**config.mk**
```make
export PLATFORM = sky130hd
export DESIGN_NAME = scr1_tapc_dmi_sync
export DESIGN_NICKNAME = d
export VERILOG_FILES = /design/src/rtl/scr1_tapc_dmi_sync.sv
export SDC_FILE = /design/constraint.sdc
export NUM_CORES = 1
export LEC_CHECK = 0
export BUFFER_PORTS_ARGS = -buffer_cell sky130_fd_sc_hd__buf_2
export CELL_PAD_IN_SITES_DETAIL_PLACEMENT = 1
export CELL_PAD_IN_SITES_GLOBAL_PLACEMENT = 1
export CORE_MARGIN = 3
export CORE_UTILIZATION = 43
export DETAILED_ROUTE_END_ITERATION = 8
export GPL_TIMING_DRIVEN = 0
export PLACE_DENSITY = 0.8
export SLEW_MARGIN = 10
export SYNTH_ARGS = -nofsm -noshare
export SYNTH_HDL_FRONTEND = slang
export SYNTH_SLANG_ARGS = --single-unit
```
**constraint.sdc**
```tcl
create_clock -name clk -period 2.1 [get_ports clk]
set_input_delay 0.105 -clock clk [delete_from_list [all_inputs] [get_ports clk]]
set_output_delay 0.105 -clock clk [all_outputs]
set_load 0.02 [all_outputs]
```
**src/rtl/scr1_tapc_dmi_sync.sv**
```systemverilog
// scr1_tapc_dmi_sync: TCK -> clk bridge between the JTAG TAP controller and the DMI/DTM block.
// Optional 3-sample TCK majority filter: define SCR1_TAPC_SYNC_TCK_FILTER_EN.
module scr1_tapc_dmi_sync #(
    parameter int unsigned SYNC_STAGES              = 2,
    parameter int unsigned SCR1_DBG_DMI_CH_ID_WIDTH = 2
) (
    input  logic                                clk,
    input  logic                                rst_n,
    input  logic                                tapc_trst_n,
    input  logic                                tapc_tck,
    input  logic                                tapc_ch_sel_i,
    input  logic [SCR1_DBG_DMI_CH_ID_WIDTH-1:0] tapc_ch_id_i,
    input  logic                                tapc_ch_capture_i,
    input  logic                                tapc_ch_shift_i,
    input  logic                                tapc_ch_update_i,
    input  logic                                tapc_ch_tdi_i,
    output logic                                tapc_ch_tdo_o,
    output logic                                tapcsync2dmi_ch_sel_o,
    output logic [SCR1_DBG_DMI_CH_ID_WIDTH-1:0] tapcsync2dmi_ch_id_o,
    output logic                                tapcsync2dmi_ch_capture_o,
    output logic                                tapcsync2dmi_ch_shift_o,
    output logic                                tapcsync2dmi_ch_update_o,
    output logic                                tapcsync2dmi_ch_tdi_o,
    input  logic                                dmi2tapcsync_ch_tdo_i
);

    localparam int unsigned ID_W    = SCR1_DBG_DMI_CH_ID_WIDTH;
    localparam int unsigned CTRL_W  = ID_W + 5;
    localparam int unsigned TDI_B   = 0;
    localparam int unsigned UPD_B   = 1;
    localparam int unsigned SHIFT_B = 2;
    localparam int unsigned CAP_B   = 3;
    localparam int unsigned SEL_B   = 4;
    localparam int unsigned ID_LSB  = 5;

    logic [CTRL_W-1:0]                   ctrl_in;
    logic [SYNC_STAGES-1:0]              tck_sync;
    logic [SYNC_STAGES-1:0]              trst_sync;
    logic [SYNC_STAGES-1:0][CTRL_W-1:0]  ctrl_sync;
    logic                                trst_rst_n;
    logic                                tck_s;
    logic                                tck_d;
    logic                                trst_s;
    logic [CTRL_W-1:0]                   ctrl_s;
    logic                                tck_rise;
    logic                                tck_fall;
    logic                                cap_c;
    logic                                shift_c;
    logic                                upd_c;

    assign ctrl_in = {tapc_ch_id_i, tapc_ch_sel_i, tapc_ch_capture_i,
                      tapc_ch_shift_i, tapc_ch_update_i, tapc_ch_tdi_i};

    // TCK and TAP control levels, sampled as plain data in the clk domain
    always_ff @(posedge clk or negedge rst_n) begin
        if (!rst_n) begin
            tck_sync  <= '0;
            ctrl_sync <= '0;
        end else begin
            tck_sync  <= {tck_sync[SYNC_STAGES-2:0], tapc_tck};
            ctrl_sync <= {ctrl_sync[SYNC_STAGES-2:0], ctrl_in};
        end
    end

    // TAP reset: asserts immediately so in-flight pulses die, releases through the chain
    assign trst_rst_n = rst_n & tapc_trst_n;

    always_ff @(posedge clk or negedge trst_rst_n) begin
        if (!trst_rst_n) begin
            trst_sync <= '0;
        end else begin
            trst_sync <= {trst_sync[SYNC_STAGES-2:0], 1'b1};
        end
    end

    assign trst_s = trst_sync[SYNC_STAGES-1];

`ifdef SCR1_TAPC_SYNC_TCK_FILTER_EN
    logic [1:0]        tck_hist;
    logic [CTRL_W-1:0] ctrl_dly;

    // Extra control stage keeps levels aligned with the one-clk-later filtered edge
    always_ff @(posedge clk or negedge rst_n) begin
        if (!rst_n) begin
            tck_hist <= '0;
            ctrl_dly <= '0;
        end else begin
            tck_hist <= {tck_hist[0], tck_sync[SYNC_STAGES-1]};
            ctrl_dly <= ctrl_sync[SYNC_STAGES-1];
        end
    end

    assign tck_s  = (tck_sync[SYNC_STAGES-1] & tck_hist[0])
                  | (tck_sync[SYNC_STAGES-1] & tck_hist[1])
                  | (tck_hist[0] & tck_hist[1]);
    assign ctrl_s = ctrl_dly;
`else
    assign tck_s  = tck_sync[SYNC_STAGES-1];
    assign ctrl_s = ctrl_sync[SYNC_STAGES-1];
`endif

    assign tck_rise = tck_s & ~tck_d;
    assign tck_fall = ~tck_s & tck_d;

    // One request per TCK rise; capture wins over shift, shift over update
    assign cap_c   = tck_rise & trst_s & ctrl_s[CAP_B];
    assign shift_c = tck_rise & trst_s & ctrl_s[SHIFT_B] & ~ctrl_s[CAP_B];
    assign upd_c   = tck_rise & trst_s & ctrl_s[UPD_B] & ~ctrl_s[SHIFT_B] & ~ctrl_s[CAP_B];

    always_ff @(posedge clk or negedge rst_n) begin
        if (!rst_n) begin
            tck_d                     <= 1'b0;
            tapcsync2dmi_ch_capture_o <= 1'b0;
            tapcsync2dmi_ch_shift_o   <= 1'b0;
            tapcsync2dmi_ch_update_o  <= 1'b0;
            tapcsync2dmi_ch_sel_o     <= 1'b0;
            tapcsync2dmi_ch_id_o      <= '0;
            tapcsync2dmi_ch_tdi_o     <= 1'b0;
            tapc_ch_tdo_o             <= 1'b0;
        end else begin
            tck_d                     <= tck_s;
            tapcsync2dmi_ch_capture_o <= cap_c;
            tapcsync2dmi_ch_shift_o   <= shift_c;
            tapcsync2dmi_ch_update_o  <= upd_c;
            tapcsync2dmi_ch_sel_o     <= trst_s & ctrl_s[SEL_B];
            tapcsync2dmi_ch_id_o      <= trst_s ? ctrl_s[ID_LSB +: ID_W] : '0;
            if (tck_rise) begin
                tapcsync2dmi_ch_tdi_o <= ctrl_s[TDI_B];
            end
            // DMI TDO is settled well before the next TCK fall
            if (!trst_s) begin
                tapc_ch_tdo_o <= 1'b0;
            end else if (tck_fall) begin
                tapc_ch_tdo_o <= dmi2tapcsync_ch_tdo_i;
            end
        end
    end

endmodule

```
==> impl_results.md <==
* Wire length of the first global-routing pass at a little over 2000 µm
* Final worst-path cycle share at a little under half
* Final min period at 1.00 ns
* Pwr Total at around 0.82 mW
* Die Y at between 40 and 50 µm
* XOR/XNOR share of the synthesized area at 0%
* HP Class: in2reg
* Critical Path AT at roughly 1.2 ns
* Top cell type's share of synthesized area at a little under nine tenths
* Final Slew Violations at 0
* Adder-Cell Fraction of Synth Area at 0%
* Status: finished clean
* Post-synthesis mux area share at 2.69%
* Wire per inst at between 10 and 15 µm
* CTS tree: done
* Final Cell Area at ~1000 µm²
* Setup violators final at 0
* Nets at 88
* Placed cell area at approximately 920 µm²
* CTS H-tree depth at 1
* Worst Setup Start Kind: flop
* # port buffers at 19
* Avg Cell Area, Syn at 18.9 µm²
* RSZ-0062 raised after global routing: no
* Sequential element share of the synthesized area at 85.3%
* Power density over the cells at 784 nW/µm²
* Post-synthesis cell count at 42
* GRT overflow at 0
* Share of layout cells above drive strength 1 at 38.7%
* Synth cell types at 12
* Ports at 20
* Vias in the first global route at 491
* Buffers from clock root to sink, at most at 2
* Final ANT Viol Nets at 0
* RePlAce Congestion at 0.628
* Critical Path Sink Type: flop
* DR vias at 416
* Post-DR vias/cell at about 4.2
* Max cap viols at 0
* Drt total wl at 1110 µm
* Synthesized flop and latch total at 27
* Area leader, netlist: dfrtp_1
* Post_cts resized at 0
* Area of the core at about 1600 µm²
* Main combinational cell family by area after synthesis: simple AND/OR/NAND/NOR gates
* Slew HR at 65.0%
* Largest net degree at the start of global routing at 27
* Worst-Margin Slew at 0.525 ns
* WS Path Type: reg2reg
* Total CTS buffers at 3
* Post-Synth Simple-Gate Area at 11.5%
* Ys Warns at 0
* Initial core utilization at 49.1%
* CP Max Fanout at 4
* Initial antenna violation count at 0
* Drt drc at 0
* FP Rows at 14
* Setup TNS at 0 ns
* Compound-Gate Fraction of Synth Area at 0%
* First-pass iteration count of the detailed router at 2
* VDD IR max at ~440 µV
* Die W at 48.9 µm
* Skew final at approximately 0.0030 ns
* Sink Count at 27
* Fill cells at 152
* Layout area overhead at 31.8%
* Worst Path Required at 2.30 ns
* Total track usage at 11.2%
* Peak Freq at between 0.9 and 1 GHz
* First DRT Iteration DRCs at 1
* Static Leakage at 0.521 nW
* Post-synthesis net count at 54
* Hold violation count in the final report at 0
* # diodes at 0
* Clock transition at path regs at 0.12 ns
* CTS root buf: clkbuf_4
* Largest cells by area after synthesis: dfrtp_1 85%, and2_2 2.8%, nor2b_4 1.7%
* Post-Syn Area at 792 µm²
* Skew-Pair Late Insertion Delay at about 0.30 ns
* Die area at 2390 µm²
[synth_stat cells]
master / instances
nor4bb_1: 1
conb_1: 1
mux2_2: 1
nand2_1: 2
and2_1: 2
nor2b_4: 1
dfrtp_1: 27
and3_2: 1
and4b_2: 1
nor2b_1: 1
mux2i_1: 1
and2_2: 3
[per-layer routing]
| layer | wire length [µm] | vias up | track usage (%) |
|---|---|---|---|
| met5 | 0 | - | 0 |
| met4 | 0 | 0 | 2.84 |
| met3 | 79 | 0 | 3.98 |
| met2 | 567 | 18 | 20.8 |
| met1 | 459 | 198 | 12.0 |
| li1 | - | 200 | - |
[through the flow]
step	utilization, %	hold WS, ns	instances	setup WS [ns]
floorplan	-	-0.191	42	1.15
global placement	56.9	-0.00533	85	1.13
detailed placement	56.9	0.00892	85	1.12
CTS	64.8	0.0305	99	1.10
global route	64.8	0.0271	99	1.06
finish	64.8	0.0395	99	1.10
[path summary, 6_finish.rpt]
check	cells past startpoint	slack (ns)	endpoint	from
worst max-delay path	2	1.10	tapcsync2dmi_ch_tdi_o	tck_sync[1]
worst min-delay path	3	0.04	tapc_ch_tdo_o	dmi2tapcsync_ch_tdo_i
worst max register to register	2	1.10	tapcsync2dmi_ch_tdi_o	tck_sync[1]
min in group asynchronous	3	0.23	trst_sync[0]	tapc_trst_n
max in group asynchronous	3	1.27	trst_sync[1]	rst_n
worst min register to register	0	0.36	ctrl_s[1]	ctrl_sync[1]
[worst max-delay path, cell delays in order (launching register included)]
cell and delay, ns:
dfrtp_1 0.39, nor2b_4 0.18, mux2_2 0.33
[placed cells by master, fill, tap and decap left out]
cell type       n
nand2_1         2
and3_2          1
nor4bb_1        1
dfrtp_1        27
nor2b_1         1
dlygate4sd3_1  10
mux2i_1         1
mux2_2          1
and2_2          3
clkbuf_4        3
clkbuf_1        1
and4b_2         1
conb_1          1
nor2b_4         1
buf_2          19
and2_1          2
[final cells by class]
class                           instances  area [µm²]  share of cell area (%)
Clock buffer                            4        26.3                    2.52
Tap cell                               24        30.0                    2.88
Multi-Input combinational cell         15         116                    11.2
Sequential cell                        27         676                    64.7
Timing Repair Buffer                   29         195                    18.7
[flip-flops by register name (all words and copies together) (netlist names), 2 cells and up]
register              cells
ctrl_s                    7
trst_sync                 2
tapcsync2dmi_ch_id_o      2
tck_sync                  2
ctrl_sync                 7
[power breakdown]
| part | switching (mW) | internal, mW |
|---|---|---|
| logic | 0.0310 | 0.0338 |
| registers | 0.00961 | 0.545 |
| clock network | 0.124 | 0.0739 |
[kinds of logic after synthesis]
kind of cell     Yosys count
AND/OR/NAND/NOR           12
other                      1
multiplexers               2
flip-flops                27
[timing repair]
item / 4_1_cts / 5_1_grt
endpoints found under the hold margin: 35 / 0
hold buffers: 10 / 0
setup buffers: 0 / 0
No activity file was read; power rests on OpenSTA's default activity.
